`config.mk`:
```
export PLATFORM = sky130hd
export DESIGN_NAME = switch_power_test_sequencer
export DESIGN_NICKNAME = d
export VERILOG_FILES = /design/src/rtl/switch_power_test_sequencer_pkg.sv /design/src/rtl/switch_power_test_sequencer_quiet.sv /design/src/rtl/switch_power_test_sequencer.sv
export SDC_FILE = /design/constraint.sdc
export NUM_CORES = 1
export LEC_CHECK = 0
export ABC_AREA = 1
export ABC_CLOCK_PERIOD_IN_PS = 2500
export BUFFER_PORTS_ARGS = -buffer_cell sky130_fd_sc_hd__buf_2
export CAP_MARGIN = 30
export CORE_MARGIN = 3
export CORE_UTILIZATION = 60
export CTS_CLUSTER_DIAMETER = 50
export DETAILED_ROUTE_END_ITERATION = 8
export PLACE_DENSITY = 0.84
export SLEW_MARGIN = 10
export SYNTH_ARGS = -nofsm -noshare
export SYNTH_HDL_FRONTEND = slang
export SYNTH_SLANG_ARGS = --single-unit
```
`constraint.sdc`:
```
create_clock -name clk -period 2.5 [get_ports clk]
set_clock_uncertainty 0.1 [all_clocks]
set_input_delay 0.5 -clock clk [delete_from_list [all_inputs] [get_ports clk]]
set_output_delay 0.5 -clock clk [all_outputs]
set_load 0.01 [all_outputs]
```
`src/rtl/switch_power_test_sequencer_pkg.sv`:
```
// Shared mode encodings, sequencer state codes and the phase-selection helper
// for the switch power test sequencer.
package switch_power_test_sequencer_pkg;

  localparam int MODEWIDTH = 3;
  localparam int NUMMODES  = 5;

  typedef enum logic [MODEWIDTH-1:0] {
    MODE_IDLE          = 3'd0,
    MODE_THROUGH       = 3'd1,
    MODE_CONGESTION    = 3'd2,
    MODE_NOARBITRATION = 3'd3,
    MODE_ROTATE        = 3'd4
  } mode_e;

  typedef enum logic [2:0] {
    S_IDLE   = 3'd0,
    S_SELECT = 3'd1,
    S_RUN    = 3'd2,
    S_DRAIN  = 3'd3,
    S_DONE   = 3'd4
  } seq_state_e;

  typedef struct packed {
    logic                 found;
    logic [MODEWIDTH-1:0] idx;
  } pick_t;

  // Lowest enabled mode encoding at or above 'from'.
  function automatic pick_t pick_from(input logic [NUMMODES-1:0] mask,
                                      input logic [MODEWIDTH-1:0] from);
    pick_t p;
    p.found = 1'b0;
    p.idx   = '0;
    for (int i = NUMMODES - 1; i >= 0; i--) begin
      if (mask[i] && (i >= int'(from))) begin
        p.found = 1'b1;
        p.idx   = MODEWIDTH'(i);
      end
    end
    return p;
  endfunction

endpackage

```
`src/rtl/switch_power_test_sequencer_quiet.sv`:
```
// Drain watcher: counts drain cycles and consecutive idle cycles at the switch
// outputs, flagging when the current cycle completes the quiet window or the timeout.
module switch_power_quiet_detector #(
  parameter int NUMPORTS     = 5,
  parameter int CNTWIDTH     = 16,
  parameter int QUIETCYCLES  = 8,
  parameter int DRAINTIMEOUT = 4096
) (
  input  logic                clk,
  input  logic                rst,
  input  logic                clear,
  input  logic [NUMPORTS-1:0] valid,
  output logic                quiet,
  output logic                timeout
);

  logic [CNTWIDTH-1:0] quiet_cnt;
  logic [CNTWIDTH-1:0] drain_cnt;
  logic [CNTWIDTH-1:0] quiet_next;
  logic [CNTWIDTH-1:0] drain_next;

  function automatic logic [CNTWIDTH-1:0] sat_inc(input logic [CNTWIDTH-1:0] v);
    return (&v) ? v : v + CNTWIDTH'(1);
  endfunction

  assign quiet_next = (|valid) ? '0 : sat_inc(quiet_cnt);
  assign drain_next = sat_inc(drain_cnt);
  assign quiet      = (quiet_next >= CNTWIDTH'(QUIETCYCLES));
  assign timeout    = (drain_next >= CNTWIDTH'(DRAINTIMEOUT));

  // Counters run only while the sequencer is draining.
  always_ff @(posedge clk or negedge rst) begin
    if (!rst) begin
      quiet_cnt <= '0;
      drain_cnt <= '0;
    end else if (clear) begin
      quiet_cnt <= '0;
      drain_cnt <= '0;
    end else begin
      quiet_cnt <= quiet_next;
      drain_cnt <= drain_next;
    end
  end

endmodule

```
`src/rtl/switch_power_test_sequencer.sv`:
```
// Runtime controller stepping the source/sink testers through each enabled
// testing mode: inject for a fixed count, then drain until the switch is quiet.
module switch_power_test_sequencer
  import switch_power_test_sequencer_pkg::*;
#(
  parameter int                  NUMPORTS     = 5,
  parameter int                  CNTWIDTH     = 16,
  parameter int                  PHASECYCLES  = 1000,
  parameter int                  QUIETCYCLES  = 8,
  parameter int                  DRAINTIMEOUT = 4096,
  parameter logic [NUMMODES-1:0] MODEMASK     = 5'b11110,
  parameter bit                  LOOP         = 1'b0
) (
  input  logic                 clk,
  input  logic                 rst,
  input  logic                 START_in,
  input  logic                 ABORT_in,
  input  logic [NUMPORTS-1:0]  VALID_in,
  output logic [MODEWIDTH-1:0] MODE_out,
  output logic                 INJECT_EN_out,
  output logic [MODEWIDTH-1:0] PHASE_IDX_out,
  output logic                 PHASE_DONE_out,
  output logic                 DONE_out,
  output logic                 TIMEOUT_out,
  output logic                 ABORTED_out
);

  localparam int                  RUNCYCLES = (PHASECYCLES < 1) ? 1 : PHASECYCLES;
  localparam logic [CNTWIDTH-1:0] RUNLOAD   = CNTWIDTH'(RUNCYCLES - 1);

  seq_state_e           state;
  logic [CNTWIDTH-1:0]  run_cnt;
  logic                 abort_latched;
  logic                 has_last;
  logic [MODEWIDTH-1:0] last_idx;
  logic                 abort_now;
  logic                 quiet_hit;
  logic                 timeout_hit;
  pick_t                next_pick;
  pick_t                wrap_pick;
  pick_t                pick;

  assign abort_now = abort_latched | ABORT_in;
  assign next_pick = pick_from(MODEMASK, has_last ? last_idx + MODEWIDTH'(1) : MODEWIDTH'(0));
  assign wrap_pick = pick_from(MODEMASK, MODEWIDTH'(0));

  // Next phase: strictly above the last run one, else wrap when looping.
  always_comb begin
    if (next_pick.found) begin
      pick = next_pick;
    end else if (LOOP) begin
      pick = wrap_pick;
    end else begin
      pick = '0;
    end
  end

  switch_power_quiet_detector #(
    .NUMPORTS    (NUMPORTS),
    .CNTWIDTH    (CNTWIDTH),
    .QUIETCYCLES (QUIETCYCLES),
    .DRAINTIMEOUT(DRAINTIMEOUT)
  ) u_quiet (
    .clk    (clk),
    .rst    (rst),
    .clear  (state != S_DRAIN),
    .valid  (VALID_in),
    .quiet  (quiet_hit),
    .timeout(timeout_hit)
  );

  // Sequencer FSM with all outputs registered.
  always_ff @(posedge clk or negedge rst) begin
    if (!rst) begin
      state          <= S_IDLE;
      run_cnt        <= '0;
      abort_latched  <= 1'b0;
      has_last       <= 1'b0;
      last_idx       <= '0;
      MODE_out       <= MODE_IDLE;
      INJECT_EN_out  <= 1'b0;
      PHASE_IDX_out  <= '0;
      PHASE_DONE_out <= 1'b0;
      DONE_out       <= 1'b0;
      TIMEOUT_out    <= 1'b0;
      ABORTED_out    <= 1'b0;
    end else begin
      PHASE_DONE_out <= 1'b0;
      case (state)
        S_IDLE, S_DONE: begin
          if (START_in) begin
            state         <= S_SELECT;
            DONE_out      <= 1'b0;
            TIMEOUT_out   <= 1'b0;
            ABORTED_out   <= 1'b0;
            abort_latched <= 1'b0;
            has_last      <= 1'b0;
          end
        end
        S_SELECT: begin
          if (abort_now) begin
            state       <= S_DONE;
            DONE_out    <= 1'b1;
            MODE_out    <= MODE_IDLE;
            ABORTED_out <= 1'b1;
          end else if (pick.found) begin
            state         <= S_RUN;
            MODE_out      <= pick.idx;
            PHASE_IDX_out <= pick.idx;
            last_idx      <= pick.idx;
            has_last      <= 1'b1;
            INJECT_EN_out <= 1'b1;
            run_cnt       <= RUNLOAD;
          end else begin
            state    <= S_DONE;
            DONE_out <= 1'b1;
            MODE_out <= MODE_IDLE;
          end
        end
        S_RUN: begin
          abort_latched <= abort_now;
          if (ABORT_in || (run_cnt == '0)) begin
            state         <= S_DRAIN;
            INJECT_EN_out <= 1'b0;
          end else begin
            run_cnt <= run_cnt - CNTWIDTH'(1);
          end
        end
        S_DRAIN: begin
          abort_latched <= abort_now;
          if (quiet_hit || timeout_hit) begin
            PHASE_DONE_out <= 1'b1;
            if (timeout_hit) begin
              TIMEOUT_out <= 1'b1;
            end
            if (abort_now) begin
              state       <= S_DONE;
              DONE_out    <= 1'b1;
              MODE_out    <= MODE_IDLE;
              ABORTED_out <= 1'b1;
            end else begin
              state <= S_SELECT;
            end
          end
        end
        default: begin
          state <= S_IDLE;
        end
      endcase
    end
  end

endmodule

```
Word-level counts from Yosys, hierarchy flattened --
Index checks and enable logic that the tools add are counted.
Storage, ports and cells: flip-flop bits (word level) 64, input port bits 9, output and inout port bits 11, word-level logic and storage cells 111
Operators by class: add/subtract/negate cells 4, order comparisons 6, eq/ne operators 14, muxes and demuxes 47, bitwise logic cells 2, reductions and logical operators 25
Operators by type and width (number):
- 16-bit 2-to-1 mux | 8
- 3-bit 2-to-1 mux | 11
- 16-bit by 1-bit adder with 16-bit output (second input constant) | 2
- 16-bit case mux with 2 select lines | 1
- 16-bit AND reduction | 2
- 4-bit 2-to-1 mux | 5
- 16-bit by 13-bit >= comparator with 1-bit output (second input constant) | 1
- 16-bit by 4-bit >= comparator with 1-bit output (second input constant) | 1
- 16-bit zero test | 1
- 2-bit inequality test (second input constant) | 8
- 4-bit AND reduction | 4
- 16-bit by 1-bit subtractor with 16-bit output (second input constant) | 1
- 1-bit 2-to-1 mux | 14
- 3-bit case mux with 4 select lines | 1
- 3-bit AND reduction | 4
- 2-bit nonzero test | 5
- 1-bit case mux with 2 select lines | 4
- 3-bit by 2-bit == test with 1-bit output (second input constant) | 2
- 2-bit by 3-bit >= comparator with 1-bit output (first input constant) | 2
- 1-bit case mux with 3 select lines | 2
- 3-bit case mux with 2 select lines | 1
- 5-bit AND reduction | 1
- 5-bit OR reduction | 1
- 2-bit OR reduction | 2
- other kinds (13) | 14

Longest topological paths before layout --
Gate-level depths: netlist (run 1).
depth after elaboration 11, gate-level depth with buffers 16, gate-level depth less buffers 16

By module --
Synthesis (run 1) repeated with hierarchy kept, for this count alone.
Second synthesis, totals: cell total of the unflattened synthesis 564, area total of the unflattened synthesis 4056.4 um2
By module, submodules not included:
- switch_power_quiet_detector | instances 1, cells an instance 291, area an instance 2065.7 um2, sequential area each 800.8 um2
- switch_power_test_sequencer | instances 1, cells an instance 273, area an instance 1990.7 um2, sequential area each 800.8 um2

Least setup slack after synthesis (run 1) --
Ideal clock, no wire load.
path kind register to register, start reg u_quiet.quiet_cnt[0], end reg DONE_out, library setup time 0.118 ns, arrival time 1.789 ns, data required time 2.282 ns, setup slack 0.493 ns, stages on the path, launching flop included 15, buffers on the path 1, clock period less this slack 2.007 ns, cell sequence dfrtp_1 -> ha_1 -> nand2_4 -> nor2_4 -> nand2_4 -> inv_4 -> nand2_4 -> buf_6 -> nand3_2 -> a21oi_1 -> nand2_1 -> nor2_4 -> nand3_4 -> nand4_1 -> nand2_1
Between the ends: longest elaborated chain between the ends 7, elaborated cells on any way between the ends 8, classes of those cells 1 x add/sub; 1 x order compare; 1 x eq/ne; 2 x mux; 3 x reduce/logical
Ends and longest elaborated chain:
- start, declared | line switch_power_test_sequencer_quiet.sv:17 | logic [CNTWIDTH-1:0] quiet_cnt;
- start signal, assigned | line switch_power_test_sequencer_quiet.sv:40 | quiet_cnt <= quiet_next;
- 16-bit by 1-bit adder with 16-bit output / 16-bit AND reduction (equally long branches) | line switch_power_test_sequencer_quiet.sv:23 | return (&v) ? v : v + CNTWIDTH'(1);
- 16-bit 2-to-1 mux * | line switch_power_test_sequencer_quiet.sv:23
- 16-bit 2-to-1 mux * | line switch_power_test_sequencer_quiet.sv:26 | assign quiet_next = (|valid) ? '0 : sat_inc(quiet_cnt);
- 16-bit by 4-bit >= comparator with 1-bit output * | line switch_power_test_sequencer_quiet.sv:28 | assign quiet = (quiet_next >= CNTWIDTH'(QUIETCYCLES));
- 1-bit logical OR * | line switch_power_test_sequencer.sv:131 | if (quiet_hit || timeout_hit) begin
- 2-bit inequality test (no source line) *
- 5-bit AND reduction (no source line) *
- end signal, assigned | line switch_power_test_sequencer.sv:103 | DONE_out <= 1'b1;
- end signal, assigned | line switch_power_test_sequencer.sv:116 | DONE_out <= 1'b1;
- end signal, assigned | line switch_power_test_sequencer.sv:138 | DONE_out <= 1'b1;
- end, declared | line switch_power_test_sequencer.sv:23 | output logic DONE_out,
Mark *: on every way between the ends. The rest lies on a longest branch, timed or not. A chain may end at the register's enable or synchronous reset.

Final worst setup path (run 1) --
start reg run_cnt[0], end reg run_cnt[6]
Between the ends: longest elaborated chain between the ends 4, elaborated cells on any way between the ends 7, classes of those cells 1 x add/sub; 1 x eq/ne; 2 x mux; 3 x reduce/logical
Ends and longest elaborated chain:
- start, declared | line switch_power_test_sequencer.sv:32 | logic [CNTWIDTH-1:0] run_cnt;
- start signal, assigned | line switch_power_test_sequencer.sv:126 | run_cnt <= run_cnt - CNTWIDTH'(1);
- parallel branches: the longest is 4 deep, another holds 16-bit by 1-bit subtractor with 16-bit output
Several ways; the timed one is not identified. The select of a mux whose other input is x is not followed.

==> results.py, run 1 <==
metrics = {
    "die": {
        "fp.dieW_um": 87.15,
        "coreArea_sq_um": 6131,
        "start_util_pct": 64.45,
        "fp.dieH_um": 87.15,
        "dieArea_sq_um": 7595,
        "num_rows": 28,
        "top_level_ports": 20,
    },
    "clock_tree": {
        "clockBufferDepth": 2,
        "cts_sinks": 64,
        "cts_tree": "yes",
        "worstSkewPairLatency_ps": 350,
        "htreeDepth": 3,
        "cts-buffers-inserted": 9,
        "cts_resized": 0,
        "ctsHoldBuffers": 0,
        "cts_setup_buffers": 0,
        "clockRootBuffer": "clkbuf_8",
        "clk_pin_slew_worst_paths_ps": 70,
    },
    "timing": {
        "finalCritPeriodShare_pct": 90.97,
        "worstMarginPinSlew_ps": 540.0,
        "max_freq_mhz": 439.7,
        "rsz0062_at_grt": "false",
        "slew_violations": 0,
        "setup_violations": 0,
        "setup_tns_ps": 0,
        "slew_headroom_pct": 63.87,
        "period_minus_slack_ps": 2274,
        "final-hold-violation-count": 0,
    },
    "logic_synthesis": {
        "async_flop_share_pct": 100.0,
        "ys_warn_count": 0,
        "yosysUniqueCellTypes": 43,
        "yosysSeqAreaShare_pct": 40.53,
        "synth_fp_nets": 520,
        "synth-edff-count": 0,
        "synth_area_sq_um": 3951,
        "synth_ff_type": "dfrtp_1",
        "synth-seq-cells": 64,
        "syn_inst": 507,
        "avgSynthCellArea_sq_um": 7.793,
    },
    "drt": {
        "routedWlPerCell_um": 14.15,
        "postRouteAntennaNets": 0,
        "first_pass_iters": 5,
        "drt_iter0_drc": 259,
        "vias_per_cell": 5.654,
        "drc": 0,
        "vias": 3477,
        "routed_wl_um": 8702,
    },
    "pwr": {
        "total_power_uw": 3176,
        "power_leakage_uw": 0.002139,
        "cellPowerDensity_nw_per_um2": 729.9,
        "ir_drop_uv": 715.0,
    },
    "worst_setup_path": {
        "crit_fanout": 16,
        "crit_type": "flop to flop",
        "worstReg2RegEnd": "run_cnt[6]",
        "worstRegToRegCells": 12,
        "arrival_ps": 2410,
        "required_ps": 2630,
        "reg2reg_slack_ps": 230,
        "r2r-start": "run_cnt[0]",
        "crit_start": "run_cnt[0]",
        "start_kind": "flop",
        "end_kind": "flop",
        "crit_path_end": "run_cnt[6]",
    },
    "layout": {
        "drive_gt1_share_pct": 20.74,
        "nNetsFinal": 548,
        "final_core_util_pct": 70.98,
        "area_growth_syn_to_layout_pct": 10.13,
        "n_antenna_cell": 0,
    },
    "grt": {
        "antenna_found_initial": 0,
        "grt_overflow": 0,
        "grt_pass1_vias": 3444,
        "groute.usage.overall_pct": 25.51,
        "grt_max_degree": 43,
        "grt_pass1_wl_um": 15340,
    },
    "placed_design": {
        "hpwl_um": 6285,
        "numPortBuffers": 19,
        "gp_congestion": 0.8832,
    },
    "status": {
        "status": "complete, no violations",
    },
    "job": {
        "cap_violations": 0,
    },
    "hold_path": {
        "hp-class": "primary input to async pin",
    },
}
-- cells in the mapped netlist, types with 2 or more instances --
master / count / area (sq um)
o31ai_2: 2 / 25.02
nand2_4: 5 / 56.30
nand4_1: 15 / 93.84
nor3_1: 8 / 40.04
nor4_1: 5 / 31.28
nand2_1: 114 / 427.9
nand3_2: 13 / 130.1
o31ai_1: 4 / 30.03
nor2_4: 10 / 112.6
clkbuf_1: 2 / 7.510
ha_1: 4 / 50.05
dfrtp_1: 64 / 1602
inv_2: 9 / 33.78
xnor2_1: 5 / 43.79
and2_1: 2 / 12.51
o21ai_2: 2 / 17.52
a21oi_1: 15 / 75.07
a31oi_1: 2 / 12.51
o21ai_1: 6 / 30.03
nor2_2: 10 / 62.56
nand3b_1: 2 / 15.01
xor2_1: 9 / 78.83
nand2_2: 13 / 81.33
nand3_1: 26 / 130.1
nor2_1: 57 / 214.0
a22o_1: 2 / 17.52
o21ai_0: 22 / 110.1
nor3_2: 5 / 50.05
inv_1: 60 / 225.2
-- layout make-up --
class | count | area [sq um]
clock inverters | 4 | 52.55
repair buffers | 22 | 130.1
multi-input cells | 367 | 2049
well taps | 75 | 93.84
fillers | 454 | 1779
clock buffers | 12 | 155.1
inverters | 71 | 269.0
flip-flops and latches | 64 | 1602
-- placed cells by master (no fill, tap or decap), types with 2 or more instances in the layout --
cell | Yosys | routed
dfrtp_1 | 64 | 64
ha_1 | 4 | 4
nand2_4 | 5 | 5
nand2_1 | 114 | 114
a31oi_1 | 2 | 2
nor2_2 | 10 | 10
o21ai_2 | 2 | 2
o21ai_0 | 22 | 22
nor4_1 | 5 | 5
buf_2 | 1 | 19
inv_1 | 60 | 60
nor2_4 | 10 | 10
nand4_1 | 15 | 15
xor2_1 | 9 | 9
o31ai_2 | 2 | 2
clkbuf_8 | 0 | 11
inv_2 | 9 | 9
xnor2_1 | 5 | 5
nor3_1 | 8 | 8
nand3_1 | 26 | 26
o31ai_1 | 4 | 4
clkinvlp_4 | 0 | 3
nor3_2 | 5 | 5
buf_4 | 1 | 2
nor2_1 | 57 | 57
o21ai_1 | 6 | 6
nand3b_1 | 2 | 2
a22o_1 | 2 | 2
nand2_2 | 13 | 13
a21oi_1 | 15 | 15
and2_1 | 2 | 2
nand3_2 | 13 | 13
-- worst max-delay path: stages, from the launching register on --
cell     delay [ps]
dfrtp_1         430
inv_1           100
ha_1            240
nand2_2         140
nor2_1           70
a21oi_1         220
nand2_2         150
nand2_4         140
inv_2           160
nor2_4          130
nand2_1          80
a21oi_1         130
o21ai_1          70
-- state kept, by name (all words and copies together), names as in the netlist, 3 cells and up --
register,cells
state,3
u_quiet.drain_cnt,16
MODE_out,3
u_quiet.quiet_cnt,16
last_idx,3
run_cnt,16
-- power by group --
part | switching, uW | leakage [uW] | total, uW | internal [uW]
logic | 611 | 0.00119 | 890 | 280
registers | 158 | 0.000852 | 1350 | 1190
clock network | 421 | 0.0000948 | 936 | 515
total | 1190 | 0.00214 | 3180 | 1990
-- worst min-delay path by stage --
| stage | endpoint | cells after the start | slack, ps | start |
|---|---|---|---|---|
| detailed placement | MODE_out[0] | 2 | 360 | MODE_out[0] |
| CTS | run_cnt[5] | 1 | 40 | rst |
| floorplan | ABORTED_out | 0 | 100 | rst |
| finish | u_quiet.quiet_cnt[12] | 1 | 30 | rst |
| global placement | MODE_out[2] | 2 | 360 | MODE_out[2] |
| global route | run_cnt[5] | 1 | 60 | rst |
-- metrics by stage --
stage                     hold slack (ps)  cells  instance area (sq um)  setup slack, ps
after floorplan                     104.4    507                   3951            492.8
after global placement              355.6    599                   4144            329.8
after detailed placement            361.9    599                   4144            253.2
after CTS                           41.90    615                   4352            242.6
after global routing                60.03    615                   4352            11.70
final                               27.70    615                   4352            225.8
-- cells by family after synthesis --
logic type	after synthesis	synth area share, %
fa+ha+maj	4	1.267
compound gates	59	8.835
simple gates	290	38.66
buf+inv	76	7.600
flops	64	40.53
xor+xnor	14	3.103
-- routing by layer --
layer  up-vias  track usage (%)  part of all wire [%]
met5         -                0                     0
met4         0            9.205                   2.6
met3        25            7.001                   6.1
met2       141            40.30                    46
met1      1608            33.70                    46
li1       1703                -                     -
(Power assumes the default switching activity.)
==> run 2, diff against run 1 <==
--- a/config.mk
+++ b/config.mk
@@ -6,14 +6,14 @@
 export NUM_CORES = 1
 export LEC_CHECK = 0
 export ABC_AREA = 1
-export ABC_CLOCK_PERIOD_IN_PS = 2500
+export ABC_CLOCK_PERIOD_IN_PS = 2050
 export BUFFER_PORTS_ARGS = -buffer_cell sky130_fd_sc_hd__buf_2
 export CAP_MARGIN = 30
 export CORE_MARGIN = 3
-export CORE_UTILIZATION = 60
+export CORE_UTILIZATION = 56
 export CTS_CLUSTER_DIAMETER = 50
 export DETAILED_ROUTE_END_ITERATION = 8
-export PLACE_DENSITY = 0.84
+export PLACE_DENSITY = 0.83
 export SLEW_MARGIN = 10
 export SYNTH_ARGS = -nofsm -noshare
 export SYNTH_HDL_FRONTEND = slang
==> constraint.sdc (replaced) <==
create_clock -name clk -period 2.05 [get_ports clk]
set_clock_uncertainty 0.1 [all_clocks]
set_input_delay 0.41 -clock clk [delete_from_list [all_inputs] [get_ports clk]]
set_output_delay 0.41 -clock clk [all_outputs]
set_load 0.01 [all_outputs]
==> run 2 against run 1 <==
  * The run now ends with setup timing left
  * Wire length up 16%
  * Fmax up 5.2%
  * Clock power up 19%
  * Critical path depth unchanged
  * Sequential power up 21%
  * Total power up 30%
  * Critical path type unchanged
  * Largest cell class unchanged
  * Highest routed layer unchanged
==> results.py, run 2 (synthesis results as in run 1) <==
metrics = {
    "status": {
        "status": "finished with violations",
        "violations": "setup timing",
    },
    "hold_path": {
        "hp-class": "flop to flop",
    },
    "timing": {
        "rsz0062_at_grt": "true",
        "period_minus_slack_ps": 2162,
        "max_freq_mhz": 462.6,
        "setup_violations": 7,
        "fin_ws_ps": -111.7,
        "slew_violations": 0,
        "finalCritPeriodShare_pct": 105.4,
        "slew_headroom_pct": 73.89,
        "fin_hold_ws_ps": 383.4,
        "final-hold-violation-count": 0,
        "worstMarginPinSlew_ps": 388.7,
    },
    "die": {
        "dieArea_sq_um": 8100,
        "fp.dieW_um": 90,
        "top_level_ports": 20,
        "coreArea_sq_um": 6604,
        "start_util_pct": 59.83,
        "fp.dieH_um": 90,
        "num_rows": 29,
    },
    "placed_design": {
        "gp_congestion": 0.8986,
        "hpwl_um": 6329,
        "numPortBuffers": 19,
        "place_ws_ps": -42.60,
        "post_dp_cell_area_sq_um": 4287,
        "dpl.cell_count": 633,
    },
    "grt": {
        "grt_pass1_vias": 3486,
        "grt_pass1_wl_um": 15460,
        "grt_overflow": 0,
        "grt_max_degree": 65,
        "groute.usage.overall_pct": 23.10,
        "antenna_found_initial": 0,
    },
    "worst_setup_path": {
        "crit_chain": "buf_4 -> inv_1 -> nor3_2 -> nand4_1 -> nand2_1 -> nand2_1 -> nor2_2 -> nand2_2 -> nor2_4 -> nand3_4 -> nand4_1 -> nand2_1",
        "critical-path-top-delay-family": "simple AND/OR/NAND/NOR gates",
        "crit_top_cell": "nand2_1",
        "start_kind": "flop",
        "cp_slowest_cell": "dfrtp_1",
        "end_kind": "flop",
        "crit_fanout": 6,
        "required_ps": 2190,
        "cp.buffers_inverters": 2,
        "crit_type": "flop to flop",
        "slowest_delay_ps": 390,
        "arrival_ps": 2300,
    },
    "clock_tree": {
        "clockBufferDepth": 2,
        "cts_tree": "yes",
        "worstSkewPairLatency_ps": 350,
        "clk_pin_slew_worst_paths_ps": 80,
        "cts-buffers-inserted": 9,
        "htreeDepth": 3,
        "cts_sinks": 64,
        "clockRootBuffer": "clkbuf_8",
    },
    "layout": {
        "n_antenna_cell": 0,
        "fin_area_sq_um": 4842,
        "area_growth_syn_to_layout_pct": 22.55,
        "n_fill_cell": 463,
        "drive_gt1_share_pct": 31.47,
        "seqCellArea_sq_um": 1603,
        "reg_top3": "run_cnt: 16 flops, u_quiet.drain_cnt: 16 flops, u_quiet.quiet_cnt: 16 flops",
        "nNetsFinal": 580,
        "finish.cell_count_without_fillers": 665,
        "multi_input_area_sq_um": 2262,
        "final_common_cell": "nand2_1",
        "final_cell_mix": "nand2_1, dfrtp_1, inv_1",
    },
    "drt": {
        "drc": 0,
        "postRouteAntennaNets": 0,
        "routed_wl_um": 10080,
        "first_pass_iters": 5,
        "vias": 3770,
        "routedWlPerCell_um": 15.16,
        "vias_per_cell": 5.669,
        "drt_iter0_drc": 295,
    },
    "pwr": {
        "power_leakage_uw": 0.002361,
        "cellPowerDensity_nw_per_um2": 853.0,
        "ir_drop_uv": 843.1,
    },
    "job": {
        "cap_violations": 0,
    },
}
[run 2: cell count changes in the layout (fill, tap and decap cells not counted), sizes merged]
cell	before	now
buf	22	53
clkinv	1	5
clkbuf	12	9
clkinvlp	3	1
dlygate4sd3	0	1
inv	70	71
[run 2: routing by layer]
metal | vias up | part of all wire, % | track usage [%]
met1 | 1777 | 40 | 29.70
met4 | 0 | 3.1 | 11.22
li1 | 1773 | - | -
met2 | 181 | 50 | 37.83
met5 | - | 0 | 0
met3 | 39 | 6.9 | 3.923
[run 2: stage by stage]
stage	total power (uW)	TNS, ps	util [%]
after floorplan	2398	0	-
after global placement	2731	0	64.91
after detailed placement	2801	-186.8	64.91
after CTS	3955	0	69.23
after global routing	4333	-1916	73.32
final	4130	-549.6	73.32
[run 2: final timing paths]
check	startpoint	to	slack [ps]	cells after the start
worst min-delay path	MODE_out[1]	MODE_out[1]	380	2
max in group asynchronous	rst	u_quiet.drain_cnt[9]	1060	3
worst max-delay path	u_quiet.drain_cnt[0]	DONE_out	-110	12
worst min register to register	MODE_out[1]	MODE_out[1]	380	2
worst max register to register	u_quiet.drain_cnt[0]	DONE_out	-110	12
min in group asynchronous	rst	u_quiet.quiet_cnt[1]	480	3
[run 2: tightest hold or removal path, cell delays in order (launching register included)]
cell     delay [ps]
dfrtp_1         350
nand2_1          50
nand2_1          50
[run 2: cell type report]
| cell class | count | area share (%) |
|---|---|---|
| timing repair buffer | 54 | 8.010 |
| clock inverter | 7 | 1.473 |
| clock buffer | 9 | 2.558 |
| multi-input combinational | 367 | 46.72 |
| inverter | 71 | 5.736 |
| tap | 93 | 2.403 |
| sequential | 64 | 33.10 |
[run 2: report_power, final]
group / leakage, uW / total [uW] / internal (uW) / switching [uW]
sequential: 0.000850 / 1630 / 1450 / 172
clock: 0.000103 / 1110 / 563 / 544
combinational: 0.00141 / 1400 / 497 / 901
total: 0.00236 / 4130 / 2510 / 1620
[run 2: repair_timing]
item | 4_1_cts | 5_1_grt
gates resized for setup | 8 | 51
setup endpoints to repair | 10 | 36
cloned | 0 | 0
setup buffers | 5 | 10
endpoints found under the hold margin | 64 | 0
pin swaps | 6 | 26
hold buffers | 1 | 0
